$ cat src/rtl/instr_stream_encoder_if.sv
`default_nettype none
// +----------------------------------------------------------------------------+
// | Module   : instr_stream_encoder_if                                         |
// | Purpose  : Request handshake and instruction-memory write bus for the      |
// |            instruction stream encoder.                                     |
// | Revision : 1.0  initial release                                            |
// +----------------------------------------------------------------------------+
interface instr_stream_encoder_if #(
    parameter int CNT_W = 9
);
    logic             in_valid;
    logic             in_ready;
    logic [3:0]       in_op;
    logic [4:0]       in_rs;
    logic [4:0]       in_rt;
    logic [4:0]       in_rd;
    logic [15:0]      in_imm;
    logic             in_last;
    logic             mem_we;
    logic [31:0]      mem_addr;
    logic [31:0]      mem_wdata;
    logic             mem_ack;
    logic [CNT_W-1:0] count;
    logic             busy;
    logic             done;
    logic             err;

    modport master (
        output in_valid, in_op, in_rs, in_rt, in_rd, in_imm, in_last, mem_ack,
        input  in_ready, mem_we, mem_addr, mem_wdata, count, busy, done, err
    );

    modport slave (
        input  in_valid, in_op, in_rs, in_rt, in_rd, in_imm, in_last, mem_ack,
        output in_ready, mem_we, mem_addr, mem_wdata, count, busy, done, err
    );
endinterface
`default_nettype wire

$ cat src/rtl/instr_stream_encoder.sv
`default_nettype none
// +----------------------------------------------------------------------------+
// | Module   : instr_stream_encoder                                            |
// | Purpose  : Packs symbolic MIPS instructions into words and writes them to  |
// |            consecutive instruction-memory addresses.                       |
// | Revision : 1.0  initial release                                            |
// +----------------------------------------------------------------------------+
module instr_stream_encoder #(
    parameter logic [31:0] BASE_ADDR = 32'h0000_0000,
    parameter int          DEPTH     = 256,
    parameter int          CNT_W     = 9
) (
    input  wire logic              clk,
    input  wire logic              rst,
    instr_stream_encoder_if.slave  bus
);

    localparam logic [3:0] OP_ADD = 4'd0;
    localparam logic [3:0] OP_SUB = 4'd1;
    localparam logic [3:0] OP_AND = 4'd2;
    localparam logic [3:0] OP_OR  = 4'd3;
    localparam logic [3:0] OP_SLT = 4'd4;
    localparam logic [3:0] OP_LW  = 4'd5;
    localparam logic [3:0] OP_SW  = 4'd6;
    localparam logic [3:0] OP_BEQ = 4'd7;
    localparam logic [3:0] OP_NOP = 4'd8;

    localparam logic [5:0] FN_ADD  = 6'b100000;
    localparam logic [5:0] FN_SUB  = 6'b100010;
    localparam logic [5:0] FN_AND  = 6'b100100;
    localparam logic [5:0] FN_OR   = 6'b100101;
    localparam logic [5:0] FN_SLT  = 6'b101010;
    localparam logic [5:0] OPC_LW  = 6'b100011;
    localparam logic [5:0] OPC_SW  = 6'b101011;
    localparam logic [5:0] OPC_BEQ = 6'b000100;

    localparam logic [CNT_W-1:0] C_DEPTH = CNT_W'(DEPTH);

    typedef enum logic [1:0] {
        ST_IDLE  = 2'd0,
        ST_WRITE = 2'd1,
        ST_DONE  = 2'd2,
        ST_ERR   = 2'd3
    } state_t;

    state_t           state_q, state_d;
    logic [31:0]      addr_q, addr_d;
    logic [31:0]      wdata_q, wdata_d;
    logic [CNT_W-1:0] count_q, count_d;
    logic             last_q, last_d;

    logic [31:0]      enc_word;
    logic             enc_legal;
    logic [CNT_W-1:0] count_inc;

    always_comb begin
        enc_word  = 32'h0000_0000;
        enc_legal = 1'b1;
        case (bus.in_op)
            OP_ADD:  enc_word = {6'b000000, bus.in_rs, bus.in_rt, bus.in_rd, 5'b00000, FN_ADD};
            OP_SUB:  enc_word = {6'b000000, bus.in_rs, bus.in_rt, bus.in_rd, 5'b00000, FN_SUB};
            OP_AND:  enc_word = {6'b000000, bus.in_rs, bus.in_rt, bus.in_rd, 5'b00000, FN_AND};
            OP_OR:   enc_word = {6'b000000, bus.in_rs, bus.in_rt, bus.in_rd, 5'b00000, FN_OR};
            OP_SLT:  enc_word = {6'b000000, bus.in_rs, bus.in_rt, bus.in_rd, 5'b00000, FN_SLT};
            OP_LW:   enc_word = {OPC_LW,  bus.in_rs, bus.in_rt, bus.in_imm};
            OP_SW:   enc_word = {OPC_SW,  bus.in_rs, bus.in_rt, bus.in_imm};
            OP_BEQ:  enc_word = {OPC_BEQ, bus.in_rs, bus.in_rt, bus.in_imm};
            OP_NOP:  enc_word = 32'h0000_0000;
            default: enc_legal = 1'b0;
        endcase
    end

    always_comb begin
        state_d   = state_q;
        addr_d    = addr_q;
        wdata_d   = wdata_q;
        count_d   = count_q;
        last_d    = last_q;
        count_inc = count_q + 1'b1;
        case (state_q)
            ST_IDLE: begin
                // Illegal ops leave the word register untouched; nothing is written.
                if (bus.in_valid) begin
                    if (enc_legal) begin
                        wdata_d = enc_word;
                        last_d  = bus.in_last;
                        state_d = ST_WRITE;
                    end else begin
                        state_d = ST_ERR;
                    end
                end
            end
            ST_WRITE: begin
                if (bus.mem_ack) begin
                    addr_d  = addr_q + 32'd4;
                    count_d = count_inc;
                    state_d = (last_q || (count_inc == C_DEPTH)) ? ST_DONE : ST_IDLE;
                end
            end
            default: ;
        endcase
    end

    always_ff @(posedge clk) begin
        if (rst) begin
            state_q <= ST_IDLE;
            addr_q  <= BASE_ADDR;
            wdata_q <= 32'h0000_0000;
            count_q <= '0;
            last_q  <= 1'b0;
        end else begin
            state_q <= state_d;
            addr_q  <= addr_d;
            wdata_q <= wdata_d;
            count_q <= count_d;
            last_q  <= last_d;
        end
    end

    assign bus.in_ready  = (state_q == ST_IDLE);
    assign bus.mem_we    = (state_q == ST_WRITE);
    assign bus.busy      = (state_q == ST_WRITE);
    assign bus.done      = (state_q == ST_DONE);
    assign bus.err       = (state_q == ST_ERR);
    assign bus.mem_addr  = addr_q;
    assign bus.mem_wdata = wdata_q;
    assign bus.count     = count_q;

endmodule
`default_nettype wire

$ cat src/flat_wrapper.sv
// flat-port wrapper written by rule: the top's interface ports become plain ports
module instr_stream_encoder_flat 
#(
    parameter logic [31:0] BASE_ADDR = 32'h0000_0000,
    parameter int          DEPTH     = 256,
    parameter int          CNT_W     = 9
)
  (clk, rst, bus_in_valid, bus_in_op, bus_in_rs, bus_in_rt, bus_in_rd, bus_in_imm, bus_in_last, bus_mem_ack, bus_in_ready, bus_mem_we, bus_mem_addr, bus_mem_wdata, bus_count, bus_busy, bus_done, bus_err);
  instr_stream_encoder_if #(.CNT_W(CNT_W)) bus_i ();
  input  wire logic clk;
  input  wire logic rst;
  input wire logic [$bits(bus_i.in_valid)-1:0] bus_in_valid;
  input wire logic [$bits(bus_i.in_op)-1:0] bus_in_op;
  input wire logic [$bits(bus_i.in_rs)-1:0] bus_in_rs;
  input wire logic [$bits(bus_i.in_rt)-1:0] bus_in_rt;
  input wire logic [$bits(bus_i.in_rd)-1:0] bus_in_rd;
  input wire logic [$bits(bus_i.in_imm)-1:0] bus_in_imm;
  input wire logic [$bits(bus_i.in_last)-1:0] bus_in_last;
  input wire logic [$bits(bus_i.mem_ack)-1:0] bus_mem_ack;
  output wire logic [$bits(bus_i.in_ready)-1:0] bus_in_ready;
  output wire logic [$bits(bus_i.mem_we)-1:0] bus_mem_we;
  output wire logic [$bits(bus_i.mem_addr)-1:0] bus_mem_addr;
  output wire logic [$bits(bus_i.mem_wdata)-1:0] bus_mem_wdata;
  output wire logic [$bits(bus_i.count)-1:0] bus_count;
  output wire logic [$bits(bus_i.busy)-1:0] bus_busy;
  output wire logic [$bits(bus_i.done)-1:0] bus_done;
  output wire logic [$bits(bus_i.err)-1:0] bus_err;
  assign bus_i.in_valid = bus_in_valid;
  assign bus_i.in_op = bus_in_op;
  assign bus_i.in_rs = bus_in_rs;
  assign bus_i.in_rt = bus_in_rt;
  assign bus_i.in_rd = bus_in_rd;
  assign bus_i.in_imm = bus_in_imm;
  assign bus_i.in_last = bus_in_last;
  assign bus_i.mem_ack = bus_mem_ack;
  assign bus_in_ready = bus_i.in_ready;
  assign bus_mem_we = bus_i.mem_we;
  assign bus_mem_addr = bus_i.mem_addr;
  assign bus_mem_wdata = bus_i.mem_wdata;
  assign bus_count = bus_i.count;
  assign bus_busy = bus_i.busy;
  assign bus_done = bus_i.done;
  assign bus_err = bus_i.err;
  instr_stream_encoder #(.BASE_ADDR(BASE_ADDR), .DEPTH(DEPTH), .CNT_W(CNT_W)) u_core (.clk(clk), .rst(rst), .bus(bus_i));
endmodule
$ cat config.mk
export PLATFORM = sky130hd
export DESIGN_NAME = instr_stream_encoder_flat
export DESIGN_NICKNAME = d
export VERILOG_FILES = /design/src/rtl/instr_stream_encoder_if.sv /design/src/rtl/instr_stream_encoder.sv /design/src/flat_wrapper.sv
export SDC_FILE = /design/constraint.sdc
export NUM_CORES = 1
export LEC_CHECK = 0
export CAP_MARGIN = 40
export CORE_ASPECT_RATIO = 2
export CORE_MARGIN = 10
export CORE_UTILIZATION = 40
export DETAILED_ROUTE_END_ITERATION = 10
export PLACE_DENSITY = 0.76
export SYNTH_ARGS = -nofsm -noshare
export SYNTH_HDL_FRONTEND = slang
export SYNTH_SLANG_ARGS = --single-unit
$ cat constraint.sdc
create_clock -name clk -period 1.9 [get_ports clk]
set_clock_uncertainty 0.2 [all_clocks]
set_input_delay 0.38 -clock clk [delete_from_list [all_inputs] [get_ports clk]]
set_output_delay 0.38 -clock clk [all_outputs]
set_load 0.01 [all_outputs]
== Word level (Yosys, flattened, before mapping) ==
Index checks and enable logic that the tools add are counted.
Cells by class
  $add $sub $neg: 2
  eq/ne operators: 14
  muxes and demuxes: 7
  reduce and logical (&&, ||, !) cells: 8
Operators by type and width (count)
  one-hot mux 32 bit (8 select lines): 1
  adder 32 x 3 -> 32 bit (second input constant): 1
  equality test 4 x 3 -> 1 bit (second input constant): 4
  adder 9 x 1 -> 9 bit (second input constant): 1
  equality test 9 bit (second input constant): 1
  OR reduction 9 bit: 1
  equality test 4 x 2 -> 1 bit (second input constant): 2
  two-way mux 2 bit: 4
  AND reduction 3 bit: 2
  equality test 2 bit (second input constant): 2
  equality test 4 x 1 -> 1 bit (second input constant): 1
  equality test 4 bit (second input constant): 1
  logical NOT 4 bit: 1
  inequality test 2 bit (second input constant): 2
  one-hot mux 2 bit (2 select lines): 1
  equality test 2 x 1 -> 1 bit (second input constant): 1
  logical NOT 2 bit: 1
  AND reduction 2 bit: 1
  nonzero test 2 bit: 1
  logical OR 1 bit: 1
  two-way mux 1 bit: 1
Word-level totals
  bits in registers: 76
  input bits: 40
  output and inout port bits: 78
  word-level logic and storage cells: 36

== Longest topological paths before layout ==
  depth after elaboration: 6
  depth in mapped cells: 7
  depth with buffers taken out: 6

== Least setup slack after synthesis ==
Ideal clock, no wire load.
  path type: flip-flop to flip-flop
  start point: register u_core.addr_q[2], in the netlist u_core.bus.mem_addr[2]
  end point: register u_core.addr_q[16], in the netlist u_core.bus.mem_addr[16]
  library setup time: 128 ps
  arrival time: 1492 ps
  data required time: 1572 ps
  setup slack: 80 ps
  cell stages (with the launch flop): 7
  buffers on the path: 0
  period minus slack after synthesis: 1820 ps
  path through: dfxtp_1 ha_1 nand4b_1 nor4_2 nand4_1 xor2_1 nor2_1
Between the ends
  cells in the longest elaborated chain, start to end: 1
Ends and longest elaborated chain
  from (decl): RTL line instr_stream_encoder.sv:47  | logic [31:0] addr_q, addr_d;
  from (signal assigned): RTL line instr_stream_encoder.sv:113  | addr_q <= addr_d;
  adder 32 x 3 -> 32 bit: RTL line instr_stream_encoder.sv:95  | addr_d = addr_q + 32'd4;
No other way between the ends.
A chain may end at the register's enable or synchronous reset.

== Final worst setup path ==
  start point: register u_core.addr_q[16], in the netlist u_core.bus.mem_addr[16]
  end point: output port bus_mem_addr[16]
RTL lines
  to (decl): RTL line flat_wrapper.sv:22  | output wire logic [$bits(bus_i.mem_addr)-1:0] bus_mem_addr;
No word-level cell between the ends.

==> summary.md <==
| Metric | Value |
|---|---|
| Launch point of the worst path | u_core.bus.mem_addr[16]$_SDFFE_PP0P_ |
| Maximum number of pins on one net before global-route repair | 27 |
| Clock sink total | between 70 and 80 |
| Worst path depth | 1 |
| Y dimension of the die | between 100 and 150 um |
| Number of port buffers | between 100 and 150 |
| Total wire length after detailed routing | just over 10000 um |
| CP cell instances | clkdlybuf4s50_1 |
| Synthesized netlist cell count | between 300 and 400 |
| Data required time at the worst endpoint | 1320 ps |
| Power after layout | ~0.004 W |
| Final critical path time including I/O delays and setup | 1860 ps |
| Routed length on met2 | approximately 5700 um |
| Ports placed on the boundary | between 100 and 150 |
| Most used standard cell by instance count after synthesis | sky130_fd_sc_hd__dfxtp_1 |
| Max layer used | met4 |
| Max VDD drop | ~0.00059 V |
| Initial standard-cell utilization of the core | 0.408 |
| Number of enable flip-flop cells after synthesis | 0 |
| Yosys top cell by area | sky130_fd_sc_hd__dfxtp_1 |
| MaxCap Viol Count | 0 |
| Ratio of total power to cell area | between 700 and 800 mW/mm^2 |
| Worst-case headroom to the max-slew limit | 0.651 |
| Filler cells | 640 |
| First DRT Iteration DRCs | between 100 and 150 |
| Unique masters post-synth | 45 |
| Summed area of non-filler cells in the final layout | between 0.005 and 0.006 sq mm |
| Post-route met1 wirelength | between 3000 and 4000 um |
| CP max stage delay | between 500 and 600 ps |
| Via count | about 3200 |
| Area growth from synthesis to layout | 59.4% |
| Yosys Warn Count | 0 |
| Crit-path slowest cell | sky130_fd_sc_hd__clkdlybuf4s50_1 |
| Type of element capturing the critical path | output pin |
| Most used flip-flop cell after synthesis | sky130_fd_sc_hd__dfxtp_1 |
| CTS Root Cell | sky130_fd_sc_hd__clkbuf_16 |
| DR vias/cell | between 5 and 6 |
| Post-layout net count | 568 |
| Maximum clock rate | approximately 0.54 GHz |
| Aggregate negative setup slack | 0 ps |
| Global placement routability congestion | 0.827 |
| Hold-fix buffers at CTS | 0 |
| Status | finished, final reports clean |
| Setup violators final | 0 |
| Number of hold violations in the final report | 0 |
| H-tree levels | 3 |
| Global route overflow | 0 |
| Clock Path Buffers | 2 |
| First-pass GRT wire length | about 16000 um |
| Worst min-delay path class | flop to flop |
| FFs w/ async S/R, synth | 0 |
| Standard cell core area | around 0.0079 sq mm |
| Clock buffers created by TritonCTS | 9 |
| Overall routing resource usage | 0.162 |
| Wire per inst | 16.1 um |
| Antenna Cells | 0 |
| Skew-Pair Late Insertion Delay | 330 ps |
| Kind of critical path | flop to output pin |
| P_leak | 2.25 nW |
| Register-to-register setup slack | 120 ps |
| Worst hold path depth | 2 |
| Half-perimeter wire length after placement | roughly 7700 um |
| Ranking of synthesized cells by instance count | 71 x sky130_fd_sc_hd__dfxtp_1, 64 x sky130_fd_sc_hd__nor2_1, 33 x sky130_fd_sc_hd__nand2_1 |
| Antenna violations before repair | 0 |
| Netlist area before placement | 0.00322 sq mm |
| Worst path bufs/invs | 1 |
| Placed standard-cell area | 0.00470 sq mm |
| CP endpoint | bus_mem_addr[16] |
| Sequential cell area fraction in the yosys report | 0.442 |
| Fraction of layout instances using a drive strength above 1 | 0.168 |
| Seq cells post-synth | around 70 |
| Crit path launch type | flop |
| Area share of the largest cell type after synthesis | 0.442 |
| Drc violations | 0 |
| Final core area utilization | 0.651 |
| Worst endpoint data arrival time | around 1300 ps |
| DIE AREA | 0.0123 sq mm |
| Max-slew violations | 0 |
| Die boundary width | between 80 and 90 um |
| Detail Route met3 WL | roughly 710 um |
| Count of TritonRoute iterations in the first routing pass | 4 |
| FP Rows | between 40 and 50 |
| Terminus of the critical flop-to-flop path | u_core.state_q[1]$_SDFFE_PP0P_ |
| Slew at the pin closest to its max-slew limit | 524 ps |
| Family with the most delay on the worst path | buffers and inverters |
| Synth area leaders | sky130_fd_sc_hd__dfxtp_1 44%, sky130_fd_sc_hd__xor2_1 8.4%, sky130_fd_sc_hd__nor2_1 7.5% |
| Max Fanout on Critical Path | 4 |
| Via count of the first global-routing pass | between 3000 and 4000 |
| Reg-to-reg critical path startpoint | u_core.bus.count[1]$_SDFFE_PP0P_ |
| Worst reg2reg path depth | 6 |
| Final antenna-violating net count | 0 |
| Fin crit share | 0.977 |
| Clock-pin slew on the worst setup and hold paths | roughly 50 ps |
| CTS tree | built |
| Mean instance size in the synthesized netlist | roughly 8.5 sq um |
## kinds of logic (layout without fill, tap and decap cells)
family / count (synthesis) / after routing / synth area share
simple gates: 172 / 172 / 0.267
flops: 71 / 71 / 0.442
compound gates: 58 / 58 / 0.114
xor+xnor: 39 / 39 / 0.106
buf+inv: 33 / 183 / 0.0552
fa+ha+maj: 3 / 3 / 0.0117
other cells: 1 / 3 / 0.00117
mux: 1 / 1 / 0.00311
## layer usage
metal | track usage | vias to the layer above
li1 | - | 1594
met1 | 0.138 | 1543
met2 | 0.314 | 82
met3 | 0.0670 | 18
met4 | 0.0699 | 0
met5 | 0 | -
## worst min path at each step
stage | end | slack (ps) | from
after floorplan | u_core.last_q$_SDFFE_PP0P_ | 250 | u_core.last_q$_SDFFE_PP0P_
after global placement | u_core.bus.mem_wdata[10]$_SDFFE_PP0P_ | 240 | u_core.bus.mem_wdata[10]$_SDFFE_PP0P_
after detailed placement | u_core.bus.mem_wdata[3]$_SDFFE_PP0P_ | 250 | u_core.bus.mem_wdata[3]$_SDFFE_PP0P_
after CTS | u_core.bus.mem_wdata[3]$_SDFFE_PP0P_ | 260 | u_core.bus.mem_wdata[3]$_SDFFE_PP0P_
after global routing | u_core.bus.mem_wdata[3]$_SDFFE_PP0P_ | 270 | u_core.bus.mem_wdata[3]$_SDFFE_PP0P_
final | u_core.bus.mem_wdata[4]$_SDFFE_PP0P_ | 250 | u_core.bus.mem_wdata[4]$_SDFFE_PP0P_
## layout by cell type (no fill, tap or decap), types with 2 or more instances in the layout
cell                               n
sky130_fd_sc_hd__dfxtp_1          61
sky130_fd_sc_hd__nand4_1          14
sky130_fd_sc_hd__a2bb2oi_1         5
sky130_fd_sc_hd__dfxtp_2           9
sky130_fd_sc_hd__nor3b_1           6
sky130_fd_sc_hd__clkbuf_8          2
sky130_fd_sc_hd__and4_2            2
sky130_fd_sc_hd__ha_1              3
sky130_fd_sc_hd__nor2_2            2
sky130_fd_sc_hd__xor2_1           31
sky130_fd_sc_hd__conb_1            3
sky130_fd_sc_hd__nand2_1          33
sky130_fd_sc_hd__nand3_1          25
sky130_fd_sc_hd__o211ai_1          2
sky130_fd_sc_hd__nor4_1            2
sky130_fd_sc_hd__a22oi_1          12
sky130_fd_sc_hd__inv_1             6
sky130_fd_sc_hd__xnor2_1           8
sky130_fd_sc_hd__a21oi_1          25
sky130_fd_sc_hd__or3_1             3
sky130_fd_sc_hd__o21ai_0           7
sky130_fd_sc_hd__nor2_1           62
sky130_fd_sc_hd__and3_1            2
sky130_fd_sc_hd__dlygate4sd2_1    22
sky130_fd_sc_hd__clkdlybuf4s50_1  78
sky130_fd_sc_hd__nor3_1            5
sky130_fd_sc_hd__dlymetal6s2s_1   13
sky130_fd_sc_hd__buf_4            42
sky130_fd_sc_hd__nor2b_1           2
sky130_fd_sc_hd__buf_12            3
sky130_fd_sc_hd__bufinv_16         3
sky130_fd_sc_hd__clkbuf_16         9
## state kept, by name, summed over array words and instances (netlist names)
| register | count |
|---|---|
| u_core.state_q | 2 |
| u_core.bus.mem_addr | 30 |
| u_core.bus.mem_wdata | 29 |
| u_core.bus.count | 9 |
| u_core.last_q | 1 |
## report_power, final
group / total, W / leakage [nW] / internal (W) / switching, W
Clock: 0.00198 / 0.176 / 0.00135 / 0.000624
Sequential: 0.00156 / 0.579 / 0.00152 / 0.0000317
Combinational: 0.000451 / 1.49 / 0.000246 / 0.000204
Total: 0.00398 / 2.25 / 0.00312 / 0.000860
## through the flow
stage | hold slack (ps) | cells | setup slack [ps]
after floorplan | 249 | 380 | 80.1
after global placement | 240 | 608 | -335
after detailed placement | 249 | 608 | -352
after CTS | 257 | 624 | 6.57
after global routing | 269 | 626 | -0.246
final | 254 | 626 | 43.2
## timing repair
action                                  4_1_cts  5_1_grt
resized for setup                            35       19
endpoints found under the setup margin       41       41
pin swaps                                     0        2
gates cloned                                  0        1
buffers inserted                              0        1
## layout make-up
| type | count | area [sq um] | area share |
|---|---|---|---|
| multi-input combinational | 276 | 1660 | 0.323 |
| sequential | 71 | 1440 | 0.280 |
| inverter | 6 | 22.5 | 0.00439 |
| clock buffer | 11 | 253 | 0.0493 |
| tap | 96 | 120 | 0.0234 |
| clock inverter | 5 | 104 | 0.0202 |
| timing repair buffer | 161 | 1540 | 0.300 |
Power figures use the tool's default switching activity.
